==> src/rtl/pwm_pkg.sv <==
// Shared constants and types for the PWM register file.
package pwm_pkg;

    // Word indices of the global registers
    localparam int unsigned CTRL_IDX    = 0;
    localparam int unsigned STATUS_IDX  = 1;
    localparam int unsigned IRQ_EN_IDX  = 2;
    localparam int unsigned VERSION_IDX = 3;
    // First per-channel word; channel i owns PERIOD at CH_BASE+2i and DUTY at CH_BASE+2i+1
    localparam int unsigned CH_BASE     = 4;

    // CTRL bit positions
    localparam int unsigned CTRL_GEN_BIT = 16;
    localparam int unsigned CTRL_UPD_BIT = 17;

    localparam logic [31:0] VERSION_VAL = 32'h0001_0000;

    typedef enum logic [1:0] {
        RdIdle,
        RdAddr,
        RdValid
    } rd_state_e;

    // Word index of the PERIOD staging register for a channel
    function automatic int unsigned ch_period_idx(input int unsigned ch);
        return CH_BASE + 2 * ch;
    endfunction

endpackage

==> src/rtl/pwm_ch_shadow.sv <==
// Per-channel staging/active period and duty with deferred update.
module pwm_ch_shadow #(
    parameter int unsigned CNT_WIDTH = 16
) (
    input  logic                 ACLK,
    input  logic                 ARESETn,
    input  logic                 period_we_i,
    input  logic                 duty_we_i,
    input  logic [CNT_WIDTH-1:0] wdata_i,
    input  logic                 upd_i,
    input  logic                 period_end_i,
    input  logic                 ch_en_i,
    output logic [CNT_WIDTH-1:0] stg_period_o,
    output logic [CNT_WIDTH-1:0] stg_duty_o,
    output logic [CNT_WIDTH-1:0] period_o,
    output logic [CNT_WIDTH-1:0] duty_o
);

    logic [CNT_WIDTH-1:0] stg_period_q, stg_period_d;
    logic [CNT_WIDTH-1:0] stg_duty_q, stg_duty_d;
    logic [CNT_WIDTH-1:0] act_period_q, act_period_d;
    logic [CNT_WIDTH-1:0] act_duty_q, act_duty_d;
    logic                 pending_q, pending_d;
    logic                 copy;

    // Copy only once pending is registered, so a wrap coincident with UPD is ignored;
    // a disabled channel has no wraps and copies straight away. The copy reads the
    // registered staging value, so a same-cycle staging write lands afterwards.
    always_comb begin
        copy         = pending_q & (period_end_i | ~ch_en_i);
        stg_period_d = period_we_i ? wdata_i : stg_period_q;
        stg_duty_d   = duty_we_i ? wdata_i : stg_duty_q;
        act_period_d = copy ? stg_period_q : act_period_q;
        act_duty_d   = copy ? stg_duty_q : act_duty_q;
        pending_d    = upd_i | (pending_q & ~copy);
    end

    // State registers
    always_ff @(posedge ACLK or negedge ARESETn) begin
        if (!ARESETn) begin
            stg_period_q <= '0;
            stg_duty_q   <= '0;
            act_period_q <= '0;
            act_duty_q   <= '0;
            pending_q    <= 1'b0;
        end else begin
            stg_period_q <= stg_period_d;
            stg_duty_q   <= stg_duty_d;
            act_period_q <= act_period_d;
            act_duty_q   <= act_duty_d;
            pending_q    <= pending_d;
        end
    end

    assign stg_period_o = stg_period_q;
    assign stg_duty_o   = stg_duty_q;
    assign period_o     = act_period_q;
    assign duty_o       = act_duty_q;

endmodule

==> src/rtl/pwm_regs.sv <==
// Register file for the multi-channel PWM generator.
module pwm_regs
    import pwm_pkg::*;
#(
    parameter int unsigned ADDR_WIDTH = 5,
    parameter int unsigned DATA_WIDTH = 32,
    parameter int unsigned NUM_CH     = 4,
    parameter int unsigned CNT_WIDTH  = 16
) (
    input  logic                        ACLK,
    input  logic                        ARESETn,
    input  logic                        write_en,
    input  logic [ADDR_WIDTH-1:0]       write_addr,
    input  logic [DATA_WIDTH-1:0]       write_data,
    input  logic                        read_en,
    input  logic [ADDR_WIDTH-1:0]       read_addr,
    output logic [DATA_WIDTH-1:0]       read_data,
    output logic                        read_valid,
    input  logic [NUM_CH-1:0]           period_end,
    output logic [NUM_CH-1:0]           ch_en_o,
    output logic [NUM_CH*CNT_WIDTH-1:0] period_o,
    output logic [NUM_CH*CNT_WIDTH-1:0] duty_o,
    output logic                        irq
);

    logic [NUM_CH-1:0]     ch_en_q, ch_en_d;
    logic                  global_en_q, global_en_d;
    logic [NUM_CH-1:0]     status_q, status_d;
    logic [NUM_CH-1:0]     irq_en_q, irq_en_d;
    logic                  irq_q, irq_d;
    rd_state_e             state_q, state_d;
    logic [DATA_WIDTH-1:0] rdata_q, rdata_d, rd_mux;
    logic                  rvalid_q, rvalid_d;

    logic                  wr_ctrl, wr_status, wr_irq_en, upd;
    logic [NUM_CH-1:0]     period_we, duty_we;
    logic [CNT_WIDTH-1:0]  stg_period [NUM_CH];
    logic [CNT_WIDTH-1:0]  stg_duty [NUM_CH];
    logic [CNT_WIDTH-1:0]  act_period [NUM_CH];
    logic [CNT_WIDTH-1:0]  act_duty [NUM_CH];

    // Upper data bits not covered by any field are intentionally dropped
    logic unused_wdata;
    assign unused_wdata = ^write_data;

    // Write address decode
    always_comb begin
        wr_ctrl   = write_en && (write_addr == ADDR_WIDTH'(CTRL_IDX));
        wr_status = write_en && (write_addr == ADDR_WIDTH'(STATUS_IDX));
        wr_irq_en = write_en && (write_addr == ADDR_WIDTH'(IRQ_EN_IDX));
        upd       = wr_ctrl && write_data[CTRL_UPD_BIT];
        for (int i = 0; i < NUM_CH; i++) begin
            period_we[i] = write_en && (write_addr == ADDR_WIDTH'(ch_period_idx(i)));
            duty_we[i]   = write_en && (write_addr == ADDR_WIDTH'(ch_period_idx(i) + 1));
        end
    end

    // Next-state for global registers; status set beats a same-cycle W1C
    always_comb begin
        ch_en_d     = wr_ctrl ? write_data[NUM_CH-1:0] : ch_en_q;
        global_en_d = wr_ctrl ? write_data[CTRL_GEN_BIT] : global_en_q;
        irq_en_d    = wr_irq_en ? write_data[NUM_CH-1:0] : irq_en_q;
        status_d    = (status_q & ~(wr_status ? write_data[NUM_CH-1:0] : '0)) | period_end;
        irq_d       = |(status_q & irq_en_q);
    end

    // Read data mux over the registered state, so a same-cycle write is not visible
    always_comb begin
        rd_mux = '0;
        if (read_addr == ADDR_WIDTH'(CTRL_IDX)) begin
            rd_mux[NUM_CH-1:0]   = ch_en_q;
            rd_mux[CTRL_GEN_BIT] = global_en_q;
        end else if (read_addr == ADDR_WIDTH'(STATUS_IDX)) begin
            rd_mux[NUM_CH-1:0] = status_q;
        end else if (read_addr == ADDR_WIDTH'(IRQ_EN_IDX)) begin
            rd_mux[NUM_CH-1:0] = irq_en_q;
        end else if (read_addr == ADDR_WIDTH'(VERSION_IDX)) begin
            rd_mux = DATA_WIDTH'(VERSION_VAL);
        end
        for (int i = 0; i < NUM_CH; i++) begin
            if (read_addr == ADDR_WIDTH'(ch_period_idx(i))) begin
                rd_mux = DATA_WIDTH'(stg_period[i]);
            end
            if (read_addr == ADDR_WIDTH'(ch_period_idx(i) + 1)) begin
                rd_mux = DATA_WIDTH'(stg_duty[i]);
            end
        end
    end

    // Read pipeline: read_en restarts at RdAddr, address decoded one cycle later
    always_comb begin
        state_d  = state_q;
        rdata_d  = rdata_q;
        rvalid_d = rvalid_q;
        case (state_q)
            RdIdle, RdValid: begin
                if (read_en) begin
                    state_d  = RdAddr;
                    rvalid_d = 1'b0;
                end
            end
            RdAddr: begin
                if (read_en) begin
                    rvalid_d = 1'b0;
                end else begin
                    state_d  = RdValid;
                    rdata_d  = rd_mux;
                    rvalid_d = 1'b1;
                end
            end
            default: state_d = RdIdle;
        endcase
    end

    // Global register and read pipeline state
    always_ff @(posedge ACLK or negedge ARESETn) begin
        if (!ARESETn) begin
            ch_en_q     <= '0;
            global_en_q <= 1'b0;
            status_q    <= '0;
            irq_en_q    <= '0;
            irq_q       <= 1'b0;
            state_q     <= RdIdle;
            rdata_q     <= '0;
            rvalid_q    <= 1'b0;
        end else begin
            ch_en_q     <= ch_en_d;
            global_en_q <= global_en_d;
            status_q    <= status_d;
            irq_en_q    <= irq_en_d;
            irq_q       <= irq_d;
            state_q     <= state_d;
            rdata_q     <= rdata_d;
            rvalid_q    <= rvalid_d;
        end
    end

    for (genvar g = 0; g < NUM_CH; g++) begin : g_ch
        pwm_ch_shadow #(
            .CNT_WIDTH(CNT_WIDTH)
        ) u_shadow (
            .ACLK        (ACLK),
            .ARESETn     (ARESETn),
            .period_we_i (period_we[g]),
            .duty_we_i   (duty_we[g]),
            .wdata_i     (write_data[CNT_WIDTH-1:0]),
            .upd_i       (upd),
            .period_end_i(period_end[g]),
            .ch_en_i     (ch_en_o[g]),
            .stg_period_o(stg_period[g]),
            .stg_duty_o  (stg_duty[g]),
            .period_o    (act_period[g]),
            .duty_o      (act_duty[g])
        );
    end

    // Pack active values for the PWM core
    always_comb begin
        period_o = '0;
        duty_o   = '0;
        for (int i = 0; i < NUM_CH; i++) begin
            period_o[i*CNT_WIDTH +: CNT_WIDTH] = act_period[i];
            duty_o[i*CNT_WIDTH +: CNT_WIDTH]   = act_duty[i];
        end
    end

    assign ch_en_o    = ch_en_q & {NUM_CH{global_en_q}};
    assign read_data  = rdata_q;
    assign read_valid = rvalid_q;
    assign irq        = irq_q;

endmodule

==> config.mk <==
export PLATFORM = sky130hd
export DESIGN_NAME = pwm_regs
export DESIGN_NICKNAME = d
export VERILOG_FILES = /design/src/rtl/pwm_pkg.sv /design/src/rtl/pwm_ch_shadow.sv /design/src/rtl/pwm_regs.sv
export SDC_FILE = /design/constraint.sdc
export NUM_CORES = 1
export LEC_CHECK = 0
export BUFFER_PORTS_ARGS = -buffer_cell sky130_fd_sc_hd__buf_2
export CORE_MARGIN = 5
export CORE_UTILIZATION = 56
export DETAILED_ROUTE_END_ITERATION = 8
export GPL_TIMING_DRIVEN = 0
export PLACE_DENSITY = 0.91
export SYNTH_ARGS = -nofsm -noshare
export SYNTH_HDL_FRONTEND = slang
export SYNTH_SLANG_ARGS = --single-unit
==> constraint.sdc <==
create_clock -name ACLK -period 1.6 [get_ports ACLK]
set_input_delay 0.08 -clock ACLK [delete_from_list [all_inputs] [get_ports ACLK]]
set_output_delay 0.08 -clock ACLK [all_outputs]
set_load 0.02 [all_outputs]
==> flow_summary.yaml <==
placed_design:
  hpwlAfterDp_um: 24900
  numPlacedInstances: 1388
  port_buffers: 185
  gp_congestion: 0.940
  pre_cts_ws_ns: -0.369
pwr:
  max-vdd-ir-drop_mv: 0.893
  power_mw: 19.6
  powerDensity_nw_per_um2: 1270
  p_leak_nw: 7.86
cells_and_area:
  n_antenna_cell: 0
  final_common_cell: "dfrtp_1"
  stdcell_count: 1474
  layout_common_cells: "dfrtp_1, mux2_2, buf_2, nand2_1, buf_4"
  area_delta_synth_final_pct: 22.7
  post_route_cells_drive_above_1_share: 0.513
  fin_nets: 1222
timing:
  grt_setup_unrepaired: "true"
  relSlewSlack: 0.420
  hold_viol: 0
  fin_crit_ns: 1.58
  period_share: 0.988
  max_freq_mhz: 633
  setup-violations-final: 0
  finClkSkew_ns: 0.0107
  slew_violations: 0
  layout_setup_ws_ns: 0.0191
  worst_pin_slew_ns: 0.867
outcome:
  outcome: "complete, no violations"
synthesis:
  ys_warn_count: 0
  synth_edf_count: 0
  yosys.area.top_type: "dfrtp_1"
  async_flop_share: 1.00
  synth.distinct_cells: 52
  yosys.area.top_type_share: 0.585
  ys_seq_area_frac: 0.585
  syn_area_um2: 12600
  synth_area_leaders: "dfrtp_1, mux2_2, buf_4"
  ys_seq_elements: 294
  synth_cells: 907
  yosys_most_used_dff: "dfrtp_1"
  syn_avg_cell_area_um2: 13.9
clocking:
  cts_max_level: 1
  clock_latency_ns: 0.56
  cts_root_buf: "clkbuf_16"
  numCtsBuffers: 29
  cts.sinks: 294
  cts_tree: "built"
  clock_path_buffers: 3
  clk_pin_slew_ns: 0.07
route:
  wl_um: 36900
  firstDrtPassIters: 6
  drt-initial-drc-count: 936
  post-route-drc-count: 0
  ant_nets: 0
  vias_per_cell: 6.13
  wl_per_cell_um: 25.0
  vias: 9029
global_route:
  grt_use_met3: 0.0711
  grt_overflow: 0
  antenna_found_initial: 0
  busiest_layer: "met2"
  grt_use_total: 0.284
  grt_max_degree: 120
  grt.met2_usage: 0.453
  grt_pass1_vias: 9679
  met1_usage: 0.370
  grt_pass1_wl_um: 57400
floorplan:
  start_util: 0.573
  rows: 54
  dieWidth_um: 160
  core-area_um2: 22000
  die_h_um: 160
  dieArea_um2: 25600
  pin_count: 216
worst_hold_path:
  whs_path_depth: 3
  hp-class: "input pin to flop"
flow_run:
  maxCapViolations: 0
worst_setup_path:
  worstPathArrival_ns: 1.50
  critPathCaptureType: "primary output"
  start_kind: "flop"
  r2r_slack_ns: 0.02
  crit_type: "flop to primary output"
  crit_fanout: 6
  critPathMaxStageDelay_ns: 0.47
  r2r_cells: 4
  worstPathCellList: "nand2_2 > inv_1 > buf_4 > buf_2"
  worst_path_max_delay_cell: "dfrtp_2"
  cp.required_ns: 1.52
## Yosys cell counts, types with 3 or more instances
| library cell | instances |
|---|---|
| a21o_1 | 4 |
| inv_1 | 11 |
| nand2_2 | 6 |
| buf_2 | 30 |
| o31ai_1 | 4 |
| o21ai_1 | 5 |
| a31oi_1 | 5 |
| nor2_1 | 25 |
| clkbuf_1 | 11 |
| o221ai_1 | 4 |
| a21oi_1 | 31 |
| mux2_2 | 278 |
| nand2_1 | 37 |
| a211oi_1 | 3 |
| o21ai_0 | 28 |
| mux4_2 | 6 |
| a22oi_1 | 13 |
| nor2b_1 | 6 |
| o22ai_1 | 6 |
| dfrtp_1 | 294 |
| buf_4 | 22 |
| o221a_2 | 6 |
| nor3_1 | 6 |
| mux2i_1 | 9 |
| buf_6 | 6 |
| a2bb2oi_1 | 6 |
| nand3_1 | 13 |
| nand2b_1 | 4 |
## path summary, 6_finish.rpt
path | endpoint | start
setup / recovery | ch_en_o[1] | global_en_q
hold / removal | read_data[16] | read_addr[4]
setup reg to reg | g_ch[0].u_shadow.duty_o[10] | global_en_q
hold reg to reg | read_data[4] | read_data[4]
max in group asynchronous | global_en_q | ARESETn
min in group asynchronous | g_ch[0].u_shadow.period_o[9] | ARESETn
## flip-flops by register name (all words and copies together) (netlist names), 2 cells and up
register,count
ch_en_q,4
status_q,4
g_ch.u_shadow.pending_q,4
g_ch.u_shadow.period_o,64
read_data,17
g_ch.u_shadow.stg_period_o,64
g_ch.u_shadow.duty_o,64
irq_en_q,4
state_q,2
g_ch.u_shadow.stg_duty_o,64
## where the power goes
part	internal [mW]	switching, mW
Combinational	1.42	1.70
Sequential	8.47	0.926
Clock	4.18	2.92
## layout make-up
class | count | area (µm²)
Clock buffer | 42 | 845
Tap cell | 280 | 350
Inverter | 11 | 41.3
Fill cell | 1351 | 6520
Multi-Input combinational cell | 546 | 4880
Buffer | 70 | 487
Sequential cell | 294 | 7360
Timing Repair Buffer | 220 | 1320
Clock inverter | 11 | 160
## kinds of logic (layout without fill, tap and decap cells)
family / after synthesis / count (layout) / synth area share
AND/OR/NAND/NOR: 113 / 113 / 0.0460
AO/OA/AOI/OAI: 124 / 124 / 0.0642
other: 1 / 15 / 0.000298
XOR/XNOR: 1 / 1 / 0.000696
buffers and inverters: 81 / 354 / 0.0373
multiplexers: 293 / 293 / 0.267
flip-flops: 294 / 294 / 0.585
## worst max-delay path: cells and delay by family, from the launching register on
kind	cells	cell delay, ns
buffers and inverters	3	0.32
flip-flops	1	0.47
AND/OR/NAND/NOR	1	0.15
## stage by stage
stage                     utilization  TNS (ns)  hold slack (ns)  area, µm²
after floorplan                     -         0           -0.216      12600
after global placement          0.634  -1420.22            0.290      13900
after detailed placement        0.636    -40.18            0.144      14000
after CTS                       0.701  -0.00957          0.00190      15400
after global routing            0.703    -0.111           0.0559      15400
final                           0.703         0           0.0318      15400
## routing by layer
layer	routed length [µm]	up-vias	share of wire
met5	0	-	0
met4	1850	0	0.050
met3	3460	125	0.094
met2	17300	548	0.47
met1	14300	4573	0.39
li1	-	3783	-
## what timing repair did
action	CTS	global route
pin swaps	2	2
gates resized for setup	27	11
hold endpoints to repair	196	0
setup buffers	4	2
setup endpoints to repair	136	93
hold buffers	27	0
Power figures use the tool's default switching activity.
